===== config.mk =====
export PLATFORM = sky130hd
export DESIGN_NAME = i2c_pin_filter_flat
export DESIGN_NICKNAME = d
export VERILOG_FILES = /design/src/rtl/i2c_pin_filter_if.sv /design/src/rtl/i2c_pin_filter.sv /design/src/flat_wrapper.sv
export SDC_FILE = /design/constraint.sdc
export NUM_CORES = 1
export LEC_CHECK = 0
export ABC_AREA = 1
export BUFFER_PORTS_ARGS = -buffer_cell sky130_fd_sc_hd__buf_2
export CELL_PAD_IN_SITES_DETAIL_PLACEMENT = 1
export CELL_PAD_IN_SITES_GLOBAL_PLACEMENT = 2
export CORE_ASPECT_RATIO = 1.4
export CORE_MARGIN = 5
export CORE_UTILIZATION = 32
export CTS_BUF_LIST = sky130_fd_sc_hd__clkbuf_8
export DETAILED_ROUTE_END_ITERATION = 16
export GPL_TIMING_DRIVEN = 0
export PLACE_DENSITY = 0.84
export SETUP_SLACK_MARGIN = 0.4
export SLEW_MARGIN = 5
export SYNTH_ARGS = -nofsm -noshare
export SYNTH_HDL_FRONTEND = slang
export SYNTH_SLANG_ARGS = --single-unit

===== constraint.sdc =====
create_clock -name clk -period 2.35 [get_ports clk]
set_clock_uncertainty 0.05 [all_clocks]
set_input_delay 0.3525 -clock clk [delete_from_list [all_inputs] [get_ports clk]]
set_output_delay 0.3525 -clock clk [all_outputs]
set_load 0.01 [all_outputs]

===== src/rtl/i2c_pin_filter_if.sv =====
// I2C pin filter bus bundle: raw pins and glitch clear in, filtered lines,
// edge/condition flags, bus state and glitch count out.
interface i2c_pin_filter_if #(
    parameter int CNT_WIDTH = 16
);
    logic                 scl_in;
    logic                 sda_in;
    logic                 glitch_clr;
    logic                 scl_filt;
    logic                 sda_filt;
    logic                 scl_rise;
    logic                 scl_fall;
    logic                 start_det;
    logic                 stop_det;
    logic                 bus_busy;
    logic [CNT_WIDTH-1:0] glitch_cnt;

    // Pin driver side (board model or bench)
    modport master (
        output scl_in, sda_in, glitch_clr,
        input  scl_filt, sda_filt, scl_rise, scl_fall,
        input  start_det, stop_det, bus_busy, glitch_cnt
    );

    // Filter side
    modport slave (
        input  scl_in, sda_in, glitch_clr,
        output scl_filt, sda_filt, scl_rise, scl_fall,
        output start_det, stop_det, bus_busy, glitch_cnt
    );
endinterface


===== src/rtl/i2c_pin_filter.sv =====
// I2C front end: synchronizes raw SCL/SDA, rejects pulses shorter than
// FILTER_CYCLES clocks, flags SCL edges and START/STOP, tracks bus busy
// and keeps a saturating count of rejected glitches.
module i2c_pin_filter #(
    parameter int SYNC_STAGES   = 2,
    parameter int FILTER_CYCLES = 4,
    parameter int CNT_WIDTH     = 16
) (
    input logic            clk,
    input logic            rst,
    i2c_pin_filter_if.slave bus
);
    localparam int FCW = $clog2(FILTER_CYCLES + 1);
    localparam logic [FCW-1:0] CNT_LAST = FCW'(FILTER_CYCLES - 1);

    // Index 0 is SCL, index 1 is SDA throughout.
    logic [1:0] pin_s;
    logic [1:0] filt_s;
    logic [1:0] reject_s;
    logic [1:0] prev_r;

    logic                 busy_r;
    logic [CNT_WIDTH-1:0] glitch_cnt_r;
    logic [CNT_WIDTH-1:0] glitch_nxt_s;
    logic [CNT_WIDTH:0]   glitch_sum_s;
    logic [1:0]           glitch_inc_s;

    logic scl_rise_s;
    logic scl_fall_s;
    logic start_s;
    logic stop_s;

    assign pin_s = {bus.sda_in, bus.scl_in};

    for (genvar i = 0; i < 2; i++) begin : g_line
        logic [SYNC_STAGES-1:0] sync_r;
        logic                   sync_s;
        logic                   filt_r;
        logic                   filt_nxt_s;
        logic [FCW-1:0]         cnt_r;
        logic [FCW-1:0]         cnt_nxt_s;
        logic                   rej_s;

        // Synchronizer chain; resets to the idle-bus level
        always_ff @(posedge clk) begin
            if (rst) begin
                sync_r <= {SYNC_STAGES{1'b1}};
            end else begin
                sync_r <= {sync_r[SYNC_STAGES-2:0], pin_s[i]};
            end
        end

        assign sync_s = sync_r[SYNC_STAGES-1];

        // Accept a new level only after FILTER_CYCLES consecutive differing samples
        always_comb begin
            filt_nxt_s = filt_r;
            cnt_nxt_s  = cnt_r;
            rej_s      = 1'b0;
            if (sync_s != filt_r) begin
                if (cnt_r == CNT_LAST) begin
                    filt_nxt_s = sync_s;
                    cnt_nxt_s  = {FCW{1'b0}};
                end else begin
                    cnt_nxt_s  = cnt_r + FCW'(1);
                end
            end else if (cnt_r != {FCW{1'b0}}) begin
                // Line went back before qualifying: a rejected glitch
                cnt_nxt_s = {FCW{1'b0}};
                rej_s     = 1'b1;
            end else begin
                cnt_nxt_s = cnt_r;
            end
        end

        // Filter state and stability counter
        always_ff @(posedge clk) begin
            if (rst) begin
                filt_r <= 1'b1;
                cnt_r  <= {FCW{1'b0}};
            end else begin
                filt_r <= filt_nxt_s;
                cnt_r  <= cnt_nxt_s;
            end
        end

        assign filt_s[i]   = filt_r;
        assign reject_s[i] = rej_s;
    end

    // Previous filtered levels for edge and condition detection
    always_ff @(posedge clk) begin
        if (rst) begin
            prev_r <= 2'b11;
        end else begin
            prev_r <= filt_s;
        end
    end

    // SDA transitions only count as START/STOP while SCL is steadily high,
    // so a simultaneous SCL+SDA change produces only the SCL edge flag.
    assign scl_rise_s =  filt_s[0] & ~prev_r[0];
    assign scl_fall_s = ~filt_s[0] &  prev_r[0];
    assign start_s    = ~filt_s[1] &  prev_r[1] & filt_s[0] & prev_r[0];
    assign stop_s     =  filt_s[1] & ~prev_r[1] & filt_s[0] & prev_r[0];

    // Bus busy from START until STOP; repeated START leaves it set
    always_ff @(posedge clk) begin
        if (rst) begin
            busy_r <= 1'b0;
        end else if (start_s) begin
            busy_r <= 1'b1;
        end else if (stop_s) begin
            busy_r <= 1'b0;
        end else begin
            busy_r <= busy_r;
        end
    end

    // Saturating add of this cycle's rejections (0, 1 or 2)
    always_comb begin
        glitch_inc_s = {1'b0, reject_s[0]} + {1'b0, reject_s[1]};
        glitch_sum_s = {1'b0, glitch_cnt_r} + (CNT_WIDTH + 1)'(glitch_inc_s);
        if (glitch_sum_s[CNT_WIDTH]) begin
            glitch_nxt_s = {CNT_WIDTH{1'b1}};
        end else begin
            glitch_nxt_s = glitch_sum_s[CNT_WIDTH-1:0];
        end
    end

    // Glitch counter; clear wins over a same-cycle increment
    always_ff @(posedge clk) begin
        if (rst) begin
            glitch_cnt_r <= {CNT_WIDTH{1'b0}};
        end else if (bus.glitch_clr) begin
            glitch_cnt_r <= {CNT_WIDTH{1'b0}};
        end else begin
            glitch_cnt_r <= glitch_nxt_s;
        end
    end

    assign bus.scl_filt   = filt_s[0];
    assign bus.sda_filt   = filt_s[1];
    assign bus.scl_rise   = scl_rise_s;
    assign bus.scl_fall   = scl_fall_s;
    assign bus.start_det  = start_s;
    assign bus.stop_det   = stop_s;
    assign bus.bus_busy   = busy_r;
    assign bus.glitch_cnt = glitch_cnt_r;
endmodule


===== src/flat_wrapper.sv =====
// flat-port wrapper written by rule: the top's interface ports become plain ports
module i2c_pin_filter_flat 
#(
    parameter int SYNC_STAGES   = 2,
    parameter int FILTER_CYCLES = 4,
    parameter int CNT_WIDTH     = 16
)
  (clk, rst, bus_scl_in, bus_sda_in, bus_glitch_clr, bus_scl_filt, bus_sda_filt, bus_scl_rise, bus_scl_fall, bus_start_det, bus_stop_det, bus_bus_busy, bus_glitch_cnt);
  i2c_pin_filter_if #(.CNT_WIDTH(CNT_WIDTH)) bus_i ();
  input logic clk;
  input logic rst;
  input wire logic [$bits(bus_i.scl_in)-1:0] bus_scl_in;
  input wire logic [$bits(bus_i.sda_in)-1:0] bus_sda_in;
  input wire logic [$bits(bus_i.glitch_clr)-1:0] bus_glitch_clr;
  output wire logic [$bits(bus_i.scl_filt)-1:0] bus_scl_filt;
  output wire logic [$bits(bus_i.sda_filt)-1:0] bus_sda_filt;
  output wire logic [$bits(bus_i.scl_rise)-1:0] bus_scl_rise;
  output wire logic [$bits(bus_i.scl_fall)-1:0] bus_scl_fall;
  output wire logic [$bits(bus_i.start_det)-1:0] bus_start_det;
  output wire logic [$bits(bus_i.stop_det)-1:0] bus_stop_det;
  output wire logic [$bits(bus_i.bus_busy)-1:0] bus_bus_busy;
  output wire logic [$bits(bus_i.glitch_cnt)-1:0] bus_glitch_cnt;
  assign bus_i.scl_in = bus_scl_in;
  assign bus_i.sda_in = bus_sda_in;
  assign bus_i.glitch_clr = bus_glitch_clr;
  assign bus_scl_filt = bus_i.scl_filt;
  assign bus_sda_filt = bus_i.sda_filt;
  assign bus_scl_rise = bus_i.scl_rise;
  assign bus_scl_fall = bus_i.scl_fall;
  assign bus_start_det = bus_i.start_det;
  assign bus_stop_det = bus_i.stop_det;
  assign bus_bus_busy = bus_i.bus_busy;
  assign bus_glitch_cnt = bus_i.glitch_cnt;
  i2c_pin_filter #(.SYNC_STAGES(SYNC_STAGES), .FILTER_CYCLES(FILTER_CYCLES), .CNT_WIDTH(CNT_WIDTH)) u_core (.clk(clk), .rst(rst), .bus(bus_i));
endmodule

; ---- After elaboration in Yosys (flattened, before gate mapping)
; Cells that the tools add are included.
[totals]
regBits = 31
in_bits = 5
out_inout_bits = 23
word_cells = 50
[op_classes]
addsub = 4
n_eq_ne = 4
mux = 13
n_bitwise = 12
n_reduce_logical = 8
[ops]
columns = cell, count
row1 = 3-bit two-way mux, 6
row2 = 16-bit by 2-bit adder with 17-bit output, 1
row3 = 16-bit two-way mux, 1
row4 = 1-bit bitwise AND, 8
row5 = "3-bit by 1-bit adder with 3-bit output, second input constant", 2
row6 = "3-bit by 2-bit equality test with 1-bit output, second input constant", 2
row7 = 1-bit two-way mux, 6
row8 = 2-bit nonzero test, 3
row9 = 3-bit nonzero test, 2
row10 = 1-bit NOT, 4
row11 = 2-bit AND reduction, 2
row12 = 1-bit by 1-bit adder with 2-bit output, 1
row13 = 1-bit != test, 2
row14 = 2-bit OR reduction, 1

; ---- Longest topological paths before layout
; Gate-level depths: netlist of the first run.
[depth]
ltp_word = 6
mapped_depth = 14
ltp_nobuf = 13

; ---- Least setup slack after synthesis of the first run
; OpenSTA, ideal clock, no wires.
[synth_path]
kind = flip-flop to flip-flop
start = register u_core.g_line[0].filt_r, in the netlist u_core.bus.scl_filt
end = register u_core.glitch_cnt_r[12], in the netlist u_core.bus.glitch_cnt[12]
setup_time_ns = 0.110
arrival_time_ns = 2.016
required_time_ns = 2.190
path_slack_ns = 0.174
stages_incl_launch_ff = 13
n_path_buf = 0
synth_period_minus_slack_ns = 2.176
cell_sequence = dfxtp_1 > xnor2_1 > inv_1 > a21oi_1 > fa_1 > ha_1 > nand3_2 > inv_2 > nand2_2 > nor2_4 > or2_2 > inv_1 > nor2_1
[synth_via]
elab_chain_cells = 5
[synth_lines]
columns = item, line_no
row1 = from (decl), i2c_pin_filter.sv:38  ; logic filt_r;
row2 = from (signal assigned), i2c_pin_filter.sv:82  ; filt_r <= filt_nxt_s;
row3 = 1-bit != test, i2c_pin_filter.sv:60  ; if (sync_s != filt_r) begin
row4 = 1-bit two-way mux, i2c_pin_filter.sv:60
row5 = 1-bit by 1-bit adder with 2-bit output, i2c_pin_filter.sv:122  ; glitch_inc_s = {1'b0, reject_s[0]} + {1'b0, reject_s[1]};
row6 = 16-bit by 2-bit adder with 17-bit output, i2c_pin_filter.sv:123  ; glitch_sum_s = {1'b0, glitch_cnt_r} + (CNT_WIDTH + 1)'(glitch_inc_s);
row7 = 16-bit two-way mux, i2c_pin_filter.sv:124  ; if (glitch_sum_s[CNT_WIDTH]) begin
row8 = to (signal assigned), i2c_pin_filter.sv:134  ; glitch_cnt_r <= {CNT_WIDTH{1'b0}};
row9 = to (signal assigned), i2c_pin_filter.sv:136  ; glitch_cnt_r <= {CNT_WIDTH{1'b0}};
row10 = to (signal assigned), i2c_pin_filter.sv:138  ; glitch_cnt_r <= glitch_nxt_s;
row11 = to (decl), i2c_pin_filter.sv:23  ; logic [CNT_WIDTH-1:0] glitch_cnt_r;
; Every way passes these cells.
; A chain may end at the register's enable or synchronous reset.

; ---- Final worst setup path of the first run
[layout_path]
start = register u_core.g_line[0].filt_r, in the netlist u_core.bus.scl_filt
end = register u_core.g_line[0].cnt_r[0]
[layout_via]
elab_chain_cells = 2
word_cells_on_any_way = 3
classes_between = eq/ne: 1 / mux: 1 / reduce/logical: 1
[layout_lines]
columns = item, line_no
row1 = 1-bit != test *, i2c_pin_filter.sv:60
row2 = 3-bit two-way mux / 2-bit nonzero test (equally long branches), --
row3 = to (signal assigned), i2c_pin_filter.sv:80  ; cnt_r <= {FCW{1'b0}};
row4 = to (signal assigned), i2c_pin_filter.sv:83  ; cnt_r <= cnt_nxt_s;
row5 = to (decl), i2c_pin_filter.sv:40  ; logic [FCW-1:0] cnt_r;
; Mark *: on every way between the ends. The rest lies on a longest branch, timed or not.

==> impl_metrics.toml, run 1 <==
[routing]
vias_per_cell = 4.60
dr.pass1.iters = 4
antenna_left = 0
drc = 0
vias = 1463
wl_mm = 4.40
wl_per_cell_microns = 13.8
drt_iter0_markers = 23

[clock_tree]
h-tree-depth = 2
cts_made_buffers = 5
clock_sink_count = 31
path_clk_slew_ns = 0.06
clockRootBuffer = "clkbuf_8"
clk_path_buf_depth = 2
clock_latency_ns = 0.28
cts_tree = "yes"

[pwr]
p_int_mw = 0.829
seqPwrFrac_pct = 49.8
swShare_pct = 22.9
p_sw_mw = 0.246
p_leak_nw = 1.10
comb_power_share_pct = 7.0
power_density_mw_per_mm2 = 482
ir_drop_mv = 0.221
p_clk_share_pct = 43.2

[synthesis]
ys_seq_area_share_pct = 40.6
synth_warnings = 0
synthArstFlopShare_pct = 0
synthCells = 199
ys_types = 27
dominantRegCellSynth = "dfxtp_1"
synth-seq-cells = 31
synth.avg_cell_area_sq_um = 7.68
syn_nets = 210
syn-cell-area_sq_mm = 0.00153
synth_edf_count = 0

[finish]
final_cell_mix = "nand2_1, inv_1, buf_2"
seqCellArea_sq_um = 641
multiInputGateArea_sq_um = 896
finalNonFillerCells = 318
area_delta_synth_final_pct = 46.1
fin_nets = 266
drive_gt1_share_pct = 43.8
final_common_cell = "nand2_1"
diodes = 0
nFillCells = 577

[worst_setup_path]
start_kind = "flip-flop"
cp-end-kind = "flip-flop"
path_class = "reg2reg"
required_ns = 2.47
arrival_ns = 2.24
crit_fanout = 3

[min_path]
hp-class = "in2reg"

[timing]
period_share_pct = 90.4
tightest_slew_ns = 0.496
maxSlewViolCount = 0
grt_setup_unrepaired = "true"
period_minus_slack_ns = 2.13
report.final.setup_viol = 0
slew_headroom_pct = 66.9
setup-tns-final_ns = 0
fmax_mhz = 470
hold_viol = 0

[global_routing]
antenna_found_initial = 0
grt_pass1_vias = 1587
grt_start_max_net_pins = 11
grt_util_all_layers_pct = 15.4
grt.overflow.total = 0
grt_pass1_wl_mm = 7.31

[floorplanning]
die_w_microns = 68.4
core_sq_mm = 0.00457
num_rows = 29
die_h_microns = 91.8
start_util_pct = 33.4
boundaryPins = 28
die_area_sq_mm = 0.00628

[job]
maxCapViolations = 0

[placed_design]
dp.cells = 288
place_hpwl_mm = 2.87
port_buffers = 27
gp_congestion = 0.770

[run_status]
status = "completed"
[kinds of logic after synthesis]
logic type / Yosys count / share of synthesized area, %
xor+xnor: 9 / 5.16
flops: 31 / 40.6
buf+inv: 41 / 10.6
fa+ha+maj: 6 / 5.40
simple gates: 91 / 30.3
compound gates: 21 / 8.02
[path summary, 6_finish.rpt]
path,end,slack (ns),cells past startpoint,start
max,u_core.g_line[0].cnt_r[0],0.22,14,u_core.bus.scl_filt
min,u_core.g_line[1].sync_r[0],0.20,2,bus_sda_in
min reg2reg,u_core.g_line[0].sync_r[1],0.37,1,u_core.g_line[0].sync_r[0]
max reg2reg,u_core.g_line[0].cnt_r[0],0.22,14,u_core.bus.scl_filt
[area by class of cell]
| type | instances | share of cell area (%) |
|---|---|---|
| Buffer | 2 | 0.840 |
| Sequential cell | 31 | 28.7 |
| Timing Repair Buffer | 49 | 15.9 |
| Clock buffer | 7 | 4.31 |
| Tap cell | 62 | 3.47 |
| Inverter | 39 | 6.55 |
| Multi-Input combinational cell | 127 | 40.1 |
| Clock inverter | 1 | 0.168 |
[repair_timing]
action | 4_1_cts | 5_1_grt
gates cloned | 1 | 0
setup buffers | 19 | 2
endpoints found under the setup margin | 16 | 18
endpoints found under the hold margin | 0 | 0
gates resized for setup | 32 | 14
hold buffers | 0 | 0
pin swaps | 16 | 6
[cell usage after synthesis (2+ instances only)]
| master | number | area (sq um) |
|---|---|---|
| a21oi_1 | 11 | 55.1 |
| a21oi_2 | 4 | 35.0 |
| dfxtp_1 | 31 | 621 |
| ha_1 | 5 | 62.6 |
| inv_1 | 36 | 135 |
| inv_2 | 2 | 7.51 |
| nand2_1 | 34 | 128 |
| nand2_2 | 2 | 12.5 |
| nand3_1 | 20 | 100 |
| nand3_2 | 2 | 20.0 |
| nand4_1 | 5 | 31.3 |
| nor2_1 | 14 | 52.6 |
| nor2_4 | 3 | 33.8 |
| nor4_1 | 2 | 12.5 |
| o21ai_0 | 5 | 25.0 |
| or2_2 | 5 | 31.3 |
| xnor2_1 | 4 | 35.0 |
| xor2_1 | 5 | 43.8 |
[through the flow]
stage / power (mW) / util (%) / hold WS, ns / worst slack (ns) / instance area (sq um)
CTS: 1.08 / 47.5 / 0.194 / 0.303 / 2170
global placement: 0.594 / 39.5 / 0.349 / 0.201 / 1800
global route: 1.12 / 48.9 / 0.203 / 0.168 / 2230
detailed placement: 0.595 / 39.5 / 0.354 / 0.171 / 1800
floorplan: 0.579 / - / 0.339 / 0.405 / 1590
finish: 1.08 / 48.9 / 0.202 / 0.225 / 2230
[worst max-delay path: stages, from the launching register on]
cell and delay [ns]:
dfxtp_4 0.36, xnor2_4 0.20, inv_2 0.07, buf_4 0.14, buf_6 0.10, buf_4 0.12, buf_6 0.11, buf_6 0.10
buf_4 0.12, buf_4 0.13, buf_6 0.11, buf_6 0.10, buf_6 0.11, o21ai_2 0.14, a21oi_2 0.05
[flip-flops by register name, indices dropped and copies added (netlist names)]
name                   count
u_core.bus.bus_busy        1
u_core.bus.glitch_cnt     16
u_core.bus.scl_filt        1
u_core.bus.sda_filt        1
u_core.g_line.cnt_r        6
u_core.g_line.sync_r       4
u_core.prev_r              2
[power by group through the flow]
stage / combinational, mW / sequential (mW) / clock, mW
6_report: 0.0757 / 0.536 / 0.464
4_1_cts: 0.0668 / 0.536 / 0.479
3_3_place_gp: 0.0453 / 0.549 / 0
2_1_floorplan: 0.0305 / 0.548 / 0
5_1_grt: 0.0828 / 0.536 / 0.497
3_5_place_dp: 0.0467 / 0.549 / 0
[metal layers]
layer / vias to the layer above / part of all wire, % / global-route usage (%)
met4: 0 / 1.6 / 6.47
met5: - / 0 / 0
li1: 736 / - / -
met2: 23 / 58 / 29.2
met3: 7 / 2.8 / 2.93
met1: 697 / 37 / 15.4
(Power assumes the default switching activity.)
==> run 2, diff against run 1 <==
RECOVER_POWER = 100   (was default)
==> run 2 against run 1 <==
Effect of this change:
- worst hold slack is essentially flat
- clock power is essentially flat
- core utilization shrank 1.5 points
- via count shrank 0.55%
- combinational power shrank 3%
- sequential share of layout area grew 0.43 points
- cell area shrank 3.0%
- highest routed layer unchanged
==> impl_metrics.toml, run 2 (synthesized netlist as in run 1, its figures left out) <==
[worst_setup_path]
r2r_cells = 14
path_class = "reg2reg"
start_kind = "flip-flop"
crit_fanout = 3
required_ns = 2.47
cp_common_cell = "buf_6"
r2r_slack_ns = 0.21
slowest_delay_ns = 0.43
critical_path.cell_chain = "xnor2_4 -> inv_2 -> buf_4 -> buf_6 -> buf_4 -> buf_6 -> buf_6 -> buf_4 -> buf_4 -> buf_6 -> buf_6 -> buf_6 -> o21ai_2 -> a21oi_2"
rr_startpoint = "u_core.bus.scl_filt"
worst_path_max_delay_cell = "dfxtp_1"
arrival_ns = 2.27
cp-end-kind = "flip-flop"
rr_endpoint = "u_core.g_line[0].cnt_r[0]"

[timing]
setup-tns-final_ns = 0
tightest_slew_ns = 0.499
fmax_mhz = 466
fin_hold_ws_ns = 0.202
maxSlewViolCount = 0
hold_viol = 0
report.final.setup_viol = 0
slew_headroom_pct = 66.7
period_share_pct = 91.3
grt_setup_unrepaired = "true"
fin_ws_ns = 0.206
period_minus_slack_ns = 2.14

[global_routing]
grt.overflow.total = 0
grt_pass1_wl_mm = 7.31
grt_start_max_net_pins = 11
grt_util_all_layers_pct = 15.4
grt_pass1_vias = 1587
antenna_found_initial = 0

[routing]
vias = 1455
highest_layer = "met4"
wl_mm = 4.42
wl_per_cell_microns = 13.9
vias_per_cell = 4.58
wl_met3_microns = 129
dr.pass1.iters = 4
drt-met1-wl_mm = 1.64
drc = 0
antenna_left = 0
drt_iter0_markers = 39
wl_met2_mm = 2.58

[finish]
nFillCells = 589
diodes = 0
final_cell_mix = "nand2_1, inv_1, clkbuf_1"
drive_gt1_share_pct = 30.5
largest_reg_flops = 16
fin_nets = 266
final_area_sq_mm = 0.00217
final_common_cell = "nand2_1"
area_delta_synth_final_pct = 41.7
finalNonFillerCells = 318

[min_path]
hp-class = "in2reg"
hold_start = "bus_sda_in"
worstHoldEndpoint = "u_core.g_line[1].sync_r[0]"
worstHoldPathCells = 2

[floorplanning]
num_rows = 29
die_w_microns = 68.4
core_sq_mm = 0.00457
die_h_microns = 91.8
die_area_sq_mm = 0.00628
boundaryPins = 28
start_util_pct = 33.4

[placed_design]
gp_congestion = 0.770
post-place-ws_ns = 0.171
place_hpwl_mm = 2.87
port_buffers = 27
dp.cells = 288
placed_area_sq_mm = 0.00180

[pwr]
ir_drop_mv = 0.222
p_leak_nw = 0.978
power_density_mw_per_mm2 = 497

[clock_tree]
clock_latency_ns = 0.28
clockRootBuffer = "clkbuf_8"
clk_path_buf_depth = 2
clock_sink_count = 31
cts_tree = "yes"
postCtsHoldBufs = 0
h-tree-depth = 2
cts_made_buffers = 5
path_clk_slew_ns = 0.06

[job]
maxCapViolations = 0

[run_status]
status = "completed"
[run 2: worst max path at each step]
stage | start | endpoint | cells after the start
floorplan | u_core.bus.scl_filt | u_core.bus.glitch_cnt[14] | 14
global placement | u_core.bus.scl_filt | u_core.bus.glitch_cnt[14] | 14
detailed placement | u_core.bus.scl_filt | u_core.bus.glitch_cnt[14] | 14
CTS | u_core.g_line[0].sync_r[1] | u_core.bus.glitch_cnt[12] | 13
global route | u_core.bus.scl_filt | u_core.bus.glitch_cnt[14] | 14
finish | u_core.bus.scl_filt | u_core.g_line[0].cnt_r[0] | 14
[run 2: area by class of cell]
type	count	area (sq um)	area share [%]
Clock buffer	7	96.3	4.45
Timing Repair Buffer	49	307	14.2
Inverter	39	146	6.76
Sequential cell	31	631	29.1
Tap cell	62	77.6	3.58
Buffer	2	18.8	0.867
Clock inverter	1	3.75	0.173
Multi-Input combinational cell	127	886	40.9
[run 2: report_power, final]
group          switching, mW  total, mW  internal (mW)
logic                 0.0387     0.0737         0.0350
clock network          0.202      0.465          0.263
registers            0.00640      0.538          0.531
total                  0.247       1.08          0.829
[run 2: routing by layer]
| layer | global-route usage, % | vias to the layer above |
|---|---|---|
| met3 | 2.93 | 7 |
| met2 | 29.2 | 21 |
| met1 | 15.4 | 694 |
| met4 | 6.47 | 0 |
| met5 | 0 | - |
| li1 | - | 733 |
[run 2: timing repair]
item                                    CTS  global route
gates resized for setup                  32            14
setup buffers                            19             2
pin swaps                                16             6
endpoints found under the setup margin   16            18
gates cloned                              1             0
endpoints found under the hold margin     0             0
[run 2: per-stage QoR]
stage	power, mW	utilization [%]
5_1_grt	1.12	47.4
4_1_cts	1.08	47.5
2_1_floorplan	0.579	-
6_report	1.08	47.4
3_3_place_gp	0.594	39.5
3_5_place_dp	0.595	39.5
[run 2: worst max-delay path, delay by kind of cell (launching register included)]
family | cells | cell delay (ns)
buf+inv | 11 | 1.21
flops | 1 | 0.43
compound gates | 2 | 0.19
xor+xnor | 1 | 0.16
==> run 3, diff against run 2 <==
CTS_CLUSTER_SIZE = 16   (was default)
PLACE_DENSITY = default   (was 0.84)
PLACE_DENSITY_LB_ADDON = 0.1   (was default)
==> run 3 against run 2 <==
Effect of this change:
- maximum frequency is 1.3% higher
- setup slack gained 0.027 ns
- via count shrank 3.4%
- critical path type unchanged
- largest power group unchanged
==> impl_metrics.toml, run 3 (synthesized netlist as in run 1, its figures left out) <==
[worst_setup_path]
critical_path.cell_chain = "xnor2_4 -> inv_2 -> a21oi_4 -> fa_1 -> ha_4 -> nand3_4 -> inv_2 -> nand2_4 -> nor2_4 -> buf_4 -> or2_4 -> inv_2 -> nor2_1"
required_ns = 2.48
crit_family = "adder cells"
crit_cells = 13
cp_common_cell = "inv_2"
rr_startpoint = "u_core.bus.scl_filt"
cp_num_buf_inv = 4
path_class = "reg2reg"
arrival_ns = 2.25
r2r_slack_ns = 0.23
cp-end-kind = "flip-flop"
worst_path_max_delay_cell = "dfxtp_1"
startpoint = "u_core.bus.scl_filt"
r2r_cells = 13
crit_fanout = 3
start_kind = "flip-flop"
slowest_delay_ns = 0.43

[clock_tree]
postCtsHoldBufs = 0
clock_latency_ns = 0.28
clock_sink_count = 31
cts_tree = "yes"
path_clk_slew_ns = 0.07
cts_made_buffers = 5
clk_path_buf_depth = 2
h-tree-depth = 2
clockRootBuffer = "clkbuf_8"

[pwr]
p_total_mw = 1.03
power_density_mw_per_mm2 = 495
p_leak_nw = 0.929
ir_drop_mv = 0.238

[routing]
drc = 0
antenna_left = 0
wl_mm = 4.29
wl_per_cell_microns = 14.0
vias = 1405
vias_per_cell = 4.59
drt_iter0_markers = 22
dr.pass1.iters = 4

[global_routing]
grt.overflow.total = 0
grt_pass1_wl_mm = 7.20
grt_start_max_net_pins = 11
grt_util_all_layers_pct = 15.1
grt_pass1_vias = 1537
antenna_found_initial = 0

[min_path]
hp-class = "in2reg"
hold_start = "bus_scl_in"
worstHoldPathCells = 2

[timing]
fmax_mhz = 472
hold_viol = 0
report.final.setup_viol = 0
period_minus_slack_ns = 2.12
grt_setup_unrepaired = "true"
period_share_pct = 90.1
maxSlewViolCount = 0
setup-tns-final_ns = 0
fin_ws_ns = 0.233
tightest_slew_ns = 0.431
slew_headroom_pct = 71.3
fin_hold_ws_ns = 0.206

[floorplanning]
num_rows = 29
die_area_sq_mm = 0.00628
die_w_microns = 68.4
die_h_microns = 91.8
core_sq_mm = 0.00457
boundaryPins = 28
start_util_pct = 33.4

[placed_design]
post-place-ws_ns = 0.0541
place_hpwl_mm = 3.15
placed_area_sq_mm = 0.00180
gp_congestion = 0.774
dp.cells = 288
port_buffers = 27

[run_status]
status = "completed"

[finish]
fin_nets = 254
drive_gt1_share_pct = 28.3
finalNonFillerCells = 306
final_util_pct = 45.3
final_cell_mix = "nand2_1, inv_1, dfxtp_1"
largest_reg_flops = 16
final_area_sq_mm = 0.00207
area_delta_synth_final_pct = 35.4
final_common_cell = "nand2_1"
diodes = 0

[job]
maxCapViolations = 0
[run 3: cell types whose count changed in the layout (fill, tap and decap cells not counted), sizes merged]
| cell | change |
|---|---|
| buf | -12 |
| clkbuf | -1 |
| clkinv | +1 |
[run 3: timing repair]
| item | in CTS | in global routing |
|---|---|---|
| pin swaps | 11 | 3 |
| resized for setup | 30 | 9 |
| endpoints found under the setup margin | 16 | 16 |
| buffers inserted | 7 | 2 |
| hold endpoints to repair | 0 | 0 |
| gates cloned | 1 | 0 |
[run 3: final timing paths]
kind / end
hold reg to reg: u_core.g_line[0].sync_r[1]
setup / recovery: u_core.bus.glitch_cnt[12]
hold / removal: u_core.g_line[0].sync_r[0]
setup reg to reg: u_core.bus.glitch_cnt[12]
[run 3: worst register-to-register path, stage by stage (launching register included)]
cell and delay, ns:
dfxtp_1 0.43, xnor2_4 0.11, inv_2 0.09, a21oi_4 0.04
fa_1 0.43, ha_4 0.20, nand3_4 0.09, inv_2 0.05
nand2_4 0.07, nor2_4 0.04, buf_4 0.12, or2_4 0.22
inv_2 0.04, nor2_1 0.03
[run 3: report_power, final]
| group | switching, mW | internal [mW] | leakage, nW |
|---|---|---|---|
| sequential | 0.00624 | 0.531 | 0.251 |
| clock | 0.199 | 0.232 | 0.0524 |
| combinational | 0.0330 | 0.0239 | 0.626 |
| total | 0.239 | 0.786 | 0.929 |
[run 3: cell type report]
type                    count  area, sq um
clock buffers               6         82.6
flip-flops and latches     31          631
repair buffers             37          200
plain buffers               2         18.8
clock inverters             2         8.76
multi-input cells         127          906
fillers                   582         2500
well taps                  62         77.6
inverters                  39          146
[run 3: metal layers]
metal  track usage, %  vias up  share of wire, %
met2             27.6       28                55
met4             5.64        0               2.3
li1                 -      710                 -
met5                0        -                 0
met1             16.1      656                39
met3             3.42       11               3.7
